`config.mk`:
```
export PLATFORM = sky130hd
export DESIGN_NAME = mem_access_ctrl
export DESIGN_NICKNAME = d
export VERILOG_FILES = /design/src/rtl/mem_access_ctrl.sv
export SDC_FILE = /design/constraint.sdc
export NUM_CORES = 1
export LEC_CHECK = 0
export BUFFER_PORTS_ARGS = -buffer_cell sky130_fd_sc_hd__buf_2
export CAP_MARGIN = 20
export CORE_AREA = 5 5 127 129
export CTS_BUF_LIST = sky130_fd_sc_hd__clkbuf_4
export DETAILED_ROUTE_END_ITERATION = 8
export DIE_AREA = 0 0 132 134
export GPL_TIMING_DRIVEN = 1
export HOLD_SLACK_MARGIN = 0.15
export PLACE_DENSITY = 0.7
export SYNTH_ARGS = -nofsm -noshare
export SYNTH_HDL_FRONTEND = slang
export SYNTH_SLANG_ARGS = --single-unit
export TNS_END_PERCENT = 20
```
`constraint.sdc`:
```
create_clock -name clk -period 5.1 [get_ports clk]
set_clock_uncertainty 0.1 [all_clocks]
set_input_delay 0 -clock clk [delete_from_list [all_inputs] [get_ports clk]]
set_output_delay 0 -clock clk [all_outputs]
set_load 0.1 [all_outputs]
```
`src/rtl/mem_access_ctrl.sv`:
```
// mem_access_ctrl: single-outstanding load/store initiator with sub-word read-modify-write and big-endian lanes.
module mem_access_ctrl #(
    parameter int WORD_LEN    = 32,
    parameter bit CHECK_ALIGN = 1'b1
) (
    input  logic                clk,
    input  logic                rst,
    input  logic                reqValid,
    output logic                reqReady,
    input  logic                reqWrite,
    input  logic [1:0]          reqSize,
    input  logic                reqSigned,
    input  logic [WORD_LEN-1:0] reqAddress,
    input  logic [WORD_LEN-1:0] reqData,
    output logic                respValid,
    output logic                respErr,
    output logic [WORD_LEN-1:0] loadData,
    output logic                dmReadEn,
    output logic                dmWriteEn,
    output logic [WORD_LEN-1:0] dmAddress,
    output logic [WORD_LEN-1:0] dmDataIn,
    input  logic [WORD_LEN-1:0] dmDataOut
);
    typedef enum logic [2:0] {IDLE, RD, WR, RMW_RD, RMW_WR, ERR} state_t;
    state_t state, state_next;
    logic [WORD_LEN-1:0] addr_q, data_q, merge_q, load_ext, merged;
    logic [1:0] off_q, size_q;
    logic sgn_q, accept, misaligned;
    logic [4:0] byte_sh, half_sh;
    logic [7:0] rd_byte;
    logic [15:0] rd_half;
    always_comb begin
        accept = reqValid & reqReady;
        misaligned = CHECK_ALIGN && ((reqSize == 2'b01 && reqAddress[0]) ||
                                     (reqSize[1] && reqAddress[1:0] != 2'b00));
        // offset 0 is the most significant lane, hence the inverted offset
        byte_sh = {~off_q, 3'b000};
        half_sh = {~off_q[1], 4'b0000};
        rd_byte = 8'(dmDataOut >> byte_sh);
        rd_half = 16'(dmDataOut >> half_sh);
        load_ext = size_q == 2'b00 ? {{(WORD_LEN-8){sgn_q & rd_byte[7]}}, rd_byte} :
                   size_q == 2'b01 ? {{(WORD_LEN-16){sgn_q & rd_half[15]}}, rd_half} : dmDataOut;
        merged = size_q == 2'b00 ?
                 (dmDataOut & ~(WORD_LEN'(8'hFF) << byte_sh)) | (WORD_LEN'(data_q[7:0]) << byte_sh) :
                 (dmDataOut & ~(WORD_LEN'(16'hFFFF) << half_sh)) | (WORD_LEN'(data_q[15:0]) << half_sh);
    end
    always_ff @(posedge clk) begin
        if (rst) state <= IDLE;
        else     state <= state_next;
    end
    always_comb begin
        state_next = state;
        reqReady   = state == IDLE;
        dmReadEn   = 1'b0;
        dmWriteEn  = 1'b0;
        dmAddress  = '0;
        dmDataIn   = '0;
        case (state)
            IDLE: if (accept) state_next = misaligned ? ERR : !reqWrite ? RD : reqSize[1] ? WR : RMW_RD;
            RD: begin
                dmReadEn   = !rst;
                dmAddress  = addr_q;
                state_next = IDLE;
            end
            WR: begin
                dmWriteEn  = !rst;
                dmAddress  = addr_q;
                dmDataIn   = dmWriteEn ? data_q : '0;
                state_next = IDLE;
            end
            RMW_RD: begin
                dmReadEn   = !rst;
                dmAddress  = addr_q;
                state_next = RMW_WR;
            end
            RMW_WR: begin
                dmWriteEn  = !rst;
                dmAddress  = addr_q;
                dmDataIn   = dmWriteEn ? merge_q : '0;
                state_next = IDLE;
            end
            default: state_next = IDLE;
        endcase
    end
    always_ff @(posedge clk) begin
        if (rst) begin
            respValid <= 1'b0;
            respErr   <= 1'b0;
            loadData  <= '0;
            addr_q    <= '0;
            data_q    <= '0;
            merge_q   <= '0;
            off_q     <= '0;
            size_q    <= '0;
            sgn_q     <= 1'b0;
        end else begin
            respValid <= state == RD || state == WR || state == RMW_WR || state == ERR;
            respErr   <= state == ERR;
            if (accept) begin
                addr_q <= {reqAddress[WORD_LEN-1:2], 2'b00};
                off_q  <= reqAddress[1:0];
                size_q <= reqSize;
                sgn_q  <= reqSigned;
                data_q <= reqData;
            end
            if (state == RD) loadData <= load_ext;
            if (state == RMW_RD) merge_q <= merged;
        end
    end
endmodule

```
==> results of run 1 <==
cells by family after synthesis:
logic type	synth area share, %
simple gates	17.65
compound gates	25.67
flops	42.71
buf+inv	5.908
mux	7.870
xor+xnor	0.1374
other cells	0.05882
synthesized netlist by cell type (2+ instances only):
cell type / number / area, um2
a21oi_1: 108 / 540.5
a21oi_4: 10 / 162.7
a22oi_1: 32 / 240.2
and2_1: 33 / 206.5
buf_2: 20 / 100.1
buf_4: 4 / 30.03
buf_6: 5 / 56.30
clkbuf_1: 38 / 142.6
dfxtp_1: 136 / 2723
inv_1: 3 / 11.26
inv_2: 2 / 7.510
mux2i_1: 31 / 310.3
mux4_2: 8 / 180.2
nand2_1: 178 / 668.1
nand2_2: 2 / 12.51
nor2_1: 42 / 157.7
nor3_1: 2 / 10.01
o211a_1: 15 / 150.1
o211ai_1: 7 / 52.55
o21ai_0: 41 / 205.2
o221ai_1: 16 / 140.1
o22a_1: 8 / 70.07
stage by stage:
step	setup slack, ns	area [um2]	cells	hold WS (ns)	utilization (%)
2_1_floorplan	2.530	6379	764	0.03596	-
3_5_place_dp	2.699	7367	1093	0.1447	49.38
3_3_place_gp	2.740	7367	1093	0.1398	49.38
==> results_dict.tcl, run 1 <==
set metrics [dict create \
    dp_hpwl_um 13980 \
    start_util_pct 42.73 \
    cts_setup_buffers 0 \
    hold_buffers 226 \
    cts_root_buf "clkbuf_4" \
    port_buffers 201 \
    ys_ff_latch 136 \
    rows 45 \
    ys_seq_area_share_pct 42.71 \
    gp_congestion 0.8805 \
    async_reset_ff_share_pct 0 \
    synth_cells 763 \
    post_cts_resized 0 \
    fp.dieW_um 132 \
    die_h_um 134 \
    cts_buffer_depth 2 \
    first-error "[ERROR RSZ-0060] Max buffer count reached." \
    synth_top_flop_cell "dfxtp_1" \
    htree_num_levels 4 \
    synth-edff-count 0 \
    clock-sinks 136 \
    status "stopped before the end" \
    yosys_warnings 0 \
    syn_avg_cell_area_um2 8.355 \
    io_pins 204 \
    cts_buffers 17 \
    netlist_area_um2 6375 \
    synth.distinct_cells 44 \
    flow.stopped_at "clock tree synthesis" \
]
==> run 2: changes to the inputs <==
Settings changed: CORE_AREA 5 5 127 129 to 5 5 155 157, CTS_BUF_LIST sky130_fd_sc_hd__clkbuf_4 to unset, DIE_AREA 0 0 132 134 to 0 0 160 162, HOLD_SLACK_MARGIN 0.15 to unset, PLACE_DENSITY 0.7 to unset, PLACE_DENSITY_LB_ADDON set to 0.15.
==> results_dict.tcl, run 2 <==
set metrics [dict create \
    status "complete, no violations" \
    cts_buffer_depth 2 \
    setup_viol 0 \
    coreArea_um2 22370 \
    p_seq_share_pct 35.2 \
    whs_ns 0.01744 \
    hp-class "input port to flip-flop" \
    start_util_pct 28.50 \
    yosys_warnings 0 \
    critPathSlowestCell "buf_2" \
    power.leakage_nw 4.031 \
    total_power_mw 3.337 \
    finalMaxSlewViolations 0 \
    critPathArrivalTime_ns 2.47 \
    post-route-min-period_ns 2.573 \
    die_h_um 162 \
    diodes 0 \
    tightest_slew_ns 0.8618 \
    crit_buf_inv 2 \
    cp_top_family "buffers and inverters" \
    end_kind "primary output" \
    power-per-cell-area_nw_per_um2 362.7 \
    die-area_um2 25920 \
    crit_fanout 31 \
    synth-edff-count 0 \
    clock-sinks 136 \
    crit_path_frequent_cell "nor2_1" \
    final_common_cell "buf_2" \
    dp_hpwl_um 15870 \
    synthTopCellsByCount "178 x nand2_1, 136 x dfxtp_1, 108 x a21oi_1" \
    viasPerCell 4.903 \
    cts_buffers 17 \
    slew_headroom_pct 42.47 \
    cts_tree "done" \
    grt_usage_pct 17.65 \
    fp.dieW_um 160 \
    ys_seq_area_share_pct 42.71 \
    synth_most_common_cell "nand2_1" \
    rsz0062_at_grt "false" \
    fin_nets 1131 \
    timing.fmax_ghz 0.3887 \
    comb_power_share_pct 21.7 \
    htree_num_levels 4 \
    setup_tns_ns 0 \
    syn_to_final_growth_pct 44.32 \
    drt_iter0_markers 461 \
    drc_errors 0 \
    fin_crit_sh_pct 50.45 \
    async_reset_ff_share_pct 0 \
    cts_root_buf "clkbuf_16" \
    nFillCells 2322 \
    dr.pass1.iters 5 \
    p_clk_share_pct 43.1 \
    internal_power_mw 2.285 \
    startpoint_type "flip-flop" \
    port_buffers 201 \
    vias 6497 \
    drive_above_1_share_pct 26.73 \
    gp_congestion 0.7853 \
    grt_max_degree 64 \
    netlist_area_um2 6375 \
    grt_first_pass_wirelength_um 36590 \
    first_global_vias 6349 \
    cts_setup_buffers 0 \
    syn_avg_cell_area_um2 8.355 \
    synth_top_cell_area_share_pct 42.71 \
    hold_viol_final 0 \
    crit_type "flip-flop to primary output" \
    insertion_delay_ns 0.42 \
    synth_cells 763 \
    grt.overflow.total 0 \
    synth.distinct_cells 44 \
    final_cell_mix "200 x buf_2, 177 x nand2_1, 136 x dfxtp_1" \
    crit_chain "nor2_1, and2_1, buf_4, a22oi_1, nor2_1, buf_2" \
    synth_top_flop_cell "dfxtp_1" \
    drt_wl_total_um 23340 \
    postRouteAntennaNets 0 \
    cap_violations 0 \
    vdd_ir_drop_max_v 0.0001991 \
    netSwitchingPower_mw 1.052 \
    io_pins 204 \
    antenna_found_initial 0 \
    ys_ff_latch 136 \
    rows 55 \
    swShare_pct 31.52 \
    largestRegisters "data_q (32), loadData (32), merge_q (32)" \
    clk_pin_slew_ns 0.06 \
    wire_per_inst_um 17.61 \
    synth_area_leaders "dfxtp_1 43%, nand2_1 10%, a21oi_1 8.5%" \
    yosysTopAreaCell "dfxtp_1" \
    max_stage_delay_ns 0.47 \
    critical_path_required_ns 5.00 \
]
-- run 2: worst paths after layout --
kind / depth (start not counted) / start / slack, ns / endpoint
max: 6 / state[0]$_SDFFE_PP0P_ / 2.53 / dmDataIn[28]
min: 2 / rst / 0.02 / merge_q[8]$_SDFFE_PP0P_
max reg2reg: 4 / size_q[1]$_SDFFE_PP0P_ / 2.71 / merge_q[21]$_SDFFE_PP0P_
min reg2reg: 2 / addr_q[23]$_SDFFE_PP0P_ / 0.35 / addr_q[23]$_SDFFE_PP0P_
-- run 2: logic make-up after synthesis --
group	after synthesis	synth area share, %
AND/OR/NAND/NOR	267	17.65
AO/OA/AOI/OAI	243	25.67
flip-flops	136	42.71
buffers and inverters	75	5.908
multiplexers	40	7.870
XOR/XNOR	1	0.1374
other	1	0.05882
-- run 2: routing by layer --
layer / wire [um] / global-route usage [%] / vias up
met3: 1501 / 4.263 / 20
met1: 11140 / 24.74 / 3051
met2: 10400 / 27.26 / 232
met5: 0 / 0 / -
li1: - / - / 3194
met4: 297 / 4.771 / 0
-- run 2: repair_timing --
| item | in CTS | in global routing |
|---|---|---|
| hold buffers | 102 | 0 |
| endpoints found under the hold margin | 126 | 0 |
| gates resized for setup | 0 | 0 |
-- run 2: final cells by class --
cell class / instances / area, um2 / area share, %
timing repair buffer: 315 / 2120 / 23.04
clock inverter: 10 / 215.2 / 2.339
inverter: 5 / 18.77 / 0.2040
multi-input combinational: 553 / 3307 / 35.94
sequential: 136 / 2723 / 29.59
clock buffer: 21 / 460.4 / 5.005
tap: 285 / 356.6 / 3.876
-- run 2: power by group through the flow --
stage	clock, mW	sequential, mW	combinational (mW)
after floorplan	0	1.33	0.376
after global placement	0	1.20	0.667
after detailed placement	0	1.20	0.667
after CTS	1.47	1.17	0.731
after global routing	1.51	1.18	0.776
final	1.44	1.17	0.725
-- run 2: per-stage QoR --
step | std cells | cell area (um2) | worst slack (ns) | utilization (%)
after detailed placement | 1192 | 7503 | 2.730 | 33.55
after global placement | 1192 | 7503 | 2.770 | 33.55
final | 1325 | 9200 | 2.527 | 41.14
after floorplan | 764 | 6379 | 2.530 | -
after global routing | 1325 | 9200 | 2.350 | 41.14
after CTS | 1325 | 9200 | 2.503 | 41.14
Note: power is estimated with default switching activity, not from simulation.
==> run 3: changes to the inputs <==
Clock period 5.1 ns to 2.33 ns, I/O delays scaled along.
==> results_dict.tcl, run 3 (synthesis gave the netlist of run 2 again) <==
set metrics [dict create \
    total_power_mw 7.225 \
    htree_num_levels 4 \
    startpoint_type "flip-flop" \
    status "complete, no violations" \
    first_global_vias 6474 \
    grt_first_pass_wirelength_um 37310 \
    r2r_cells 4 \
    coreArea_um2 22370 \
    cts_setup_buffers 0 \
    nFillCells 2196 \
    start_util_pct 28.50 \
    postRouteAntennaNets 0 \
    grt_usage_pct 18.07 \
    port_buffers 201 \
    drive_above_1_share_pct 28.03 \
    slew_headroom_pct 52.88 \
    syn_to_final_growth_pct 60.88 \
    vias 6404 \
    crit_type "flip-flop to primary output" \
    antenna_found_initial 0 \
    final_common_cell "nand2_1" \
    setup_viol 0 \
    clock-sinks 136 \
    hold_viol_final 0 \
    drc_errors 0 \
    hp-class "input port to flip-flop" \
    gp_congestion 0.8065 \
    cts_tree "done" \
    cts_buffer_depth 2 \
    grt.overflow.total 0 \
    cts_buffers 17 \
    setup_tns_ns 0 \
    post-route-min-period_ns 2.150 \
    dr.pass1.iters 4 \
    critical_path_required_ns 2.23 \
    crit_fanout 30 \
    cp_top_family "simple AND/OR/NAND/NOR gates" \
    rows 55 \
    crit_buf_inv 2 \
    tightest_slew_ns 0.7060 \
    grt_max_degree 121 \
    drt_wl_total_um 23570 \
    fp.dieW_um 160 \
    finalMaxSlewViolations 0 \
    largestRegisters "data_q (32), loadData (32), merge_q (32)" \
    viasPerCell 4.801 \
    io_pins 204 \
    rsz0062_at_grt "false" \
    dp_hpwl_um 16370 \
    wire_per_inst_um 17.67 \
    insertion_delay_ns 0.42 \
    cts_root_buf "clkbuf_16" \
    fin_crit_sh_pct 92.28 \
    cp.depth 6 \
    fin_util_pct 45.86 \
    clk_pin_slew_ns 0.06 \
    crit_chain "nor2_1, and2_2, buf_12, a22oi_1, nor2_1, buf_12" \
    cap_violations 0 \
    vdd_ir_drop_max_v 0.0004434 \
    power.leakage_nw 4.230 \
    r2r_slack_ns 0.47 \
    final_cell_mix "177 x nand2_1, 137 x buf_2, 136 x dfxtp_1" \
    max_stage_delay_ns 0.37 \
    critPathArrivalTime_ns 2.05 \
    worstHoldStart "rst" \
    critPathSlowestCell "dfxtp_1" \
    multi_input_area_um2 3323 \
    crit-reg2reg-launch "off_q[1]$_SDFFE_PP0P_" \
    r2r_end "loadData[19]$_SDFFE_PP0N_" \
    timing.fmax_ghz 0.4651 \
    hold_end "data_q[30]$_SDFFE_PP0P_" \
    end_kind "primary output" \
    die_h_um 162 \
    hold_depth 3 \
    drt_iter0_markers 380 \
    die-area_um2 25920 \
    diodes 0 \
    power-per-cell-area_nw_per_um2 704.5 \
    register_area_um2 2723 \
    fin_nets 1139 \
]
## run 3: cell count changes in the layout (fill, tap and decap cells not counted), moves of 2 or more
cell and change:
buf_2 -63, nor2_1 -6, buf_4 +2, buf_12 +69, inv_6 +3, bufinv_16 -2, nor2_2 +6, clkinvlp_4 +2
## run 3: worst max-delay path by stage
stage                     startpoint                   endpoint  slack [ns]
2_1_floorplan  state[0]$_SDFFE_PP0P_                dmDataIn[6]       -0.24
3_3_place_gp   off_q[1]$_SDFFE_PP0P_  loadData[17]$_SDFFE_PP0N_        0.49
3_5_place_dp   off_q[1]$_SDFFE_PP0P_  loadData[19]$_SDFFE_PP0N_        0.46
4_1_cts        state[0]$_SDFFE_PP0P_                dmDataIn[5]        0.09
5_1_grt        state[1]$_SDFFE_PP0P_               dmDataIn[13]        0.03
6_report       state[0]$_SDFFE_PP0P_               dmDataIn[13]        0.18
## run 3: per-layer routing
metal,wire (um),vias up,global-route usage [%]
met3,1811,16,6.572
met1,11320,2979,24.95
met2,10220,205,26.78
met5,0,-,0
li1,-,3204,-
met4,215,0,4.693
## run 3: through the flow
stage	setup WS, ns	cells	hold slack, ns	cell area (um2)
6_report	0.1798	1334	0.01450	10260
5_1_grt	0.02582	1334	0.07301	10260
4_1_cts	0.09339	1334	0.07441	10250
3_5_place_dp	0.4577	1200	0.1459	8600
3_3_place_gp	0.4869	1200	0.1407	8600
2_1_floorplan	-0.2398	764	0.03596	6394
## run 3: power by group
group	total [mW]	switching, mW	internal, mW
Combinational	1.72	1.16	0.567
Sequential	2.56	0.0927	2.46
Clock	2.95	1.11	1.84
Total	7.22	2.35	4.87
## run 3: layout make-up
cell class,instances,area share (%)
clock buffer,20,4.355
sequential,136,26.55
timing repair buffer,323,31.21
inverter,5,0.1830
tap,285,3.477
clock inverter,12,1.830
multi-input combinational,553,32.40
## run 3: tightest hold or removal path, delay by kind of cell
kind	cells	cell delay, ns
buffers and inverters	2	0.32
AOI/OAI and AO/OA	1	0.16
## run 3: what timing repair did
action | in CTS | in global routing
resized for setup | 0 | 1
hold endpoints to repair | 124 | 0
hold buffers | 102 | 0
endpoints found under the setup margin | 0 | 8
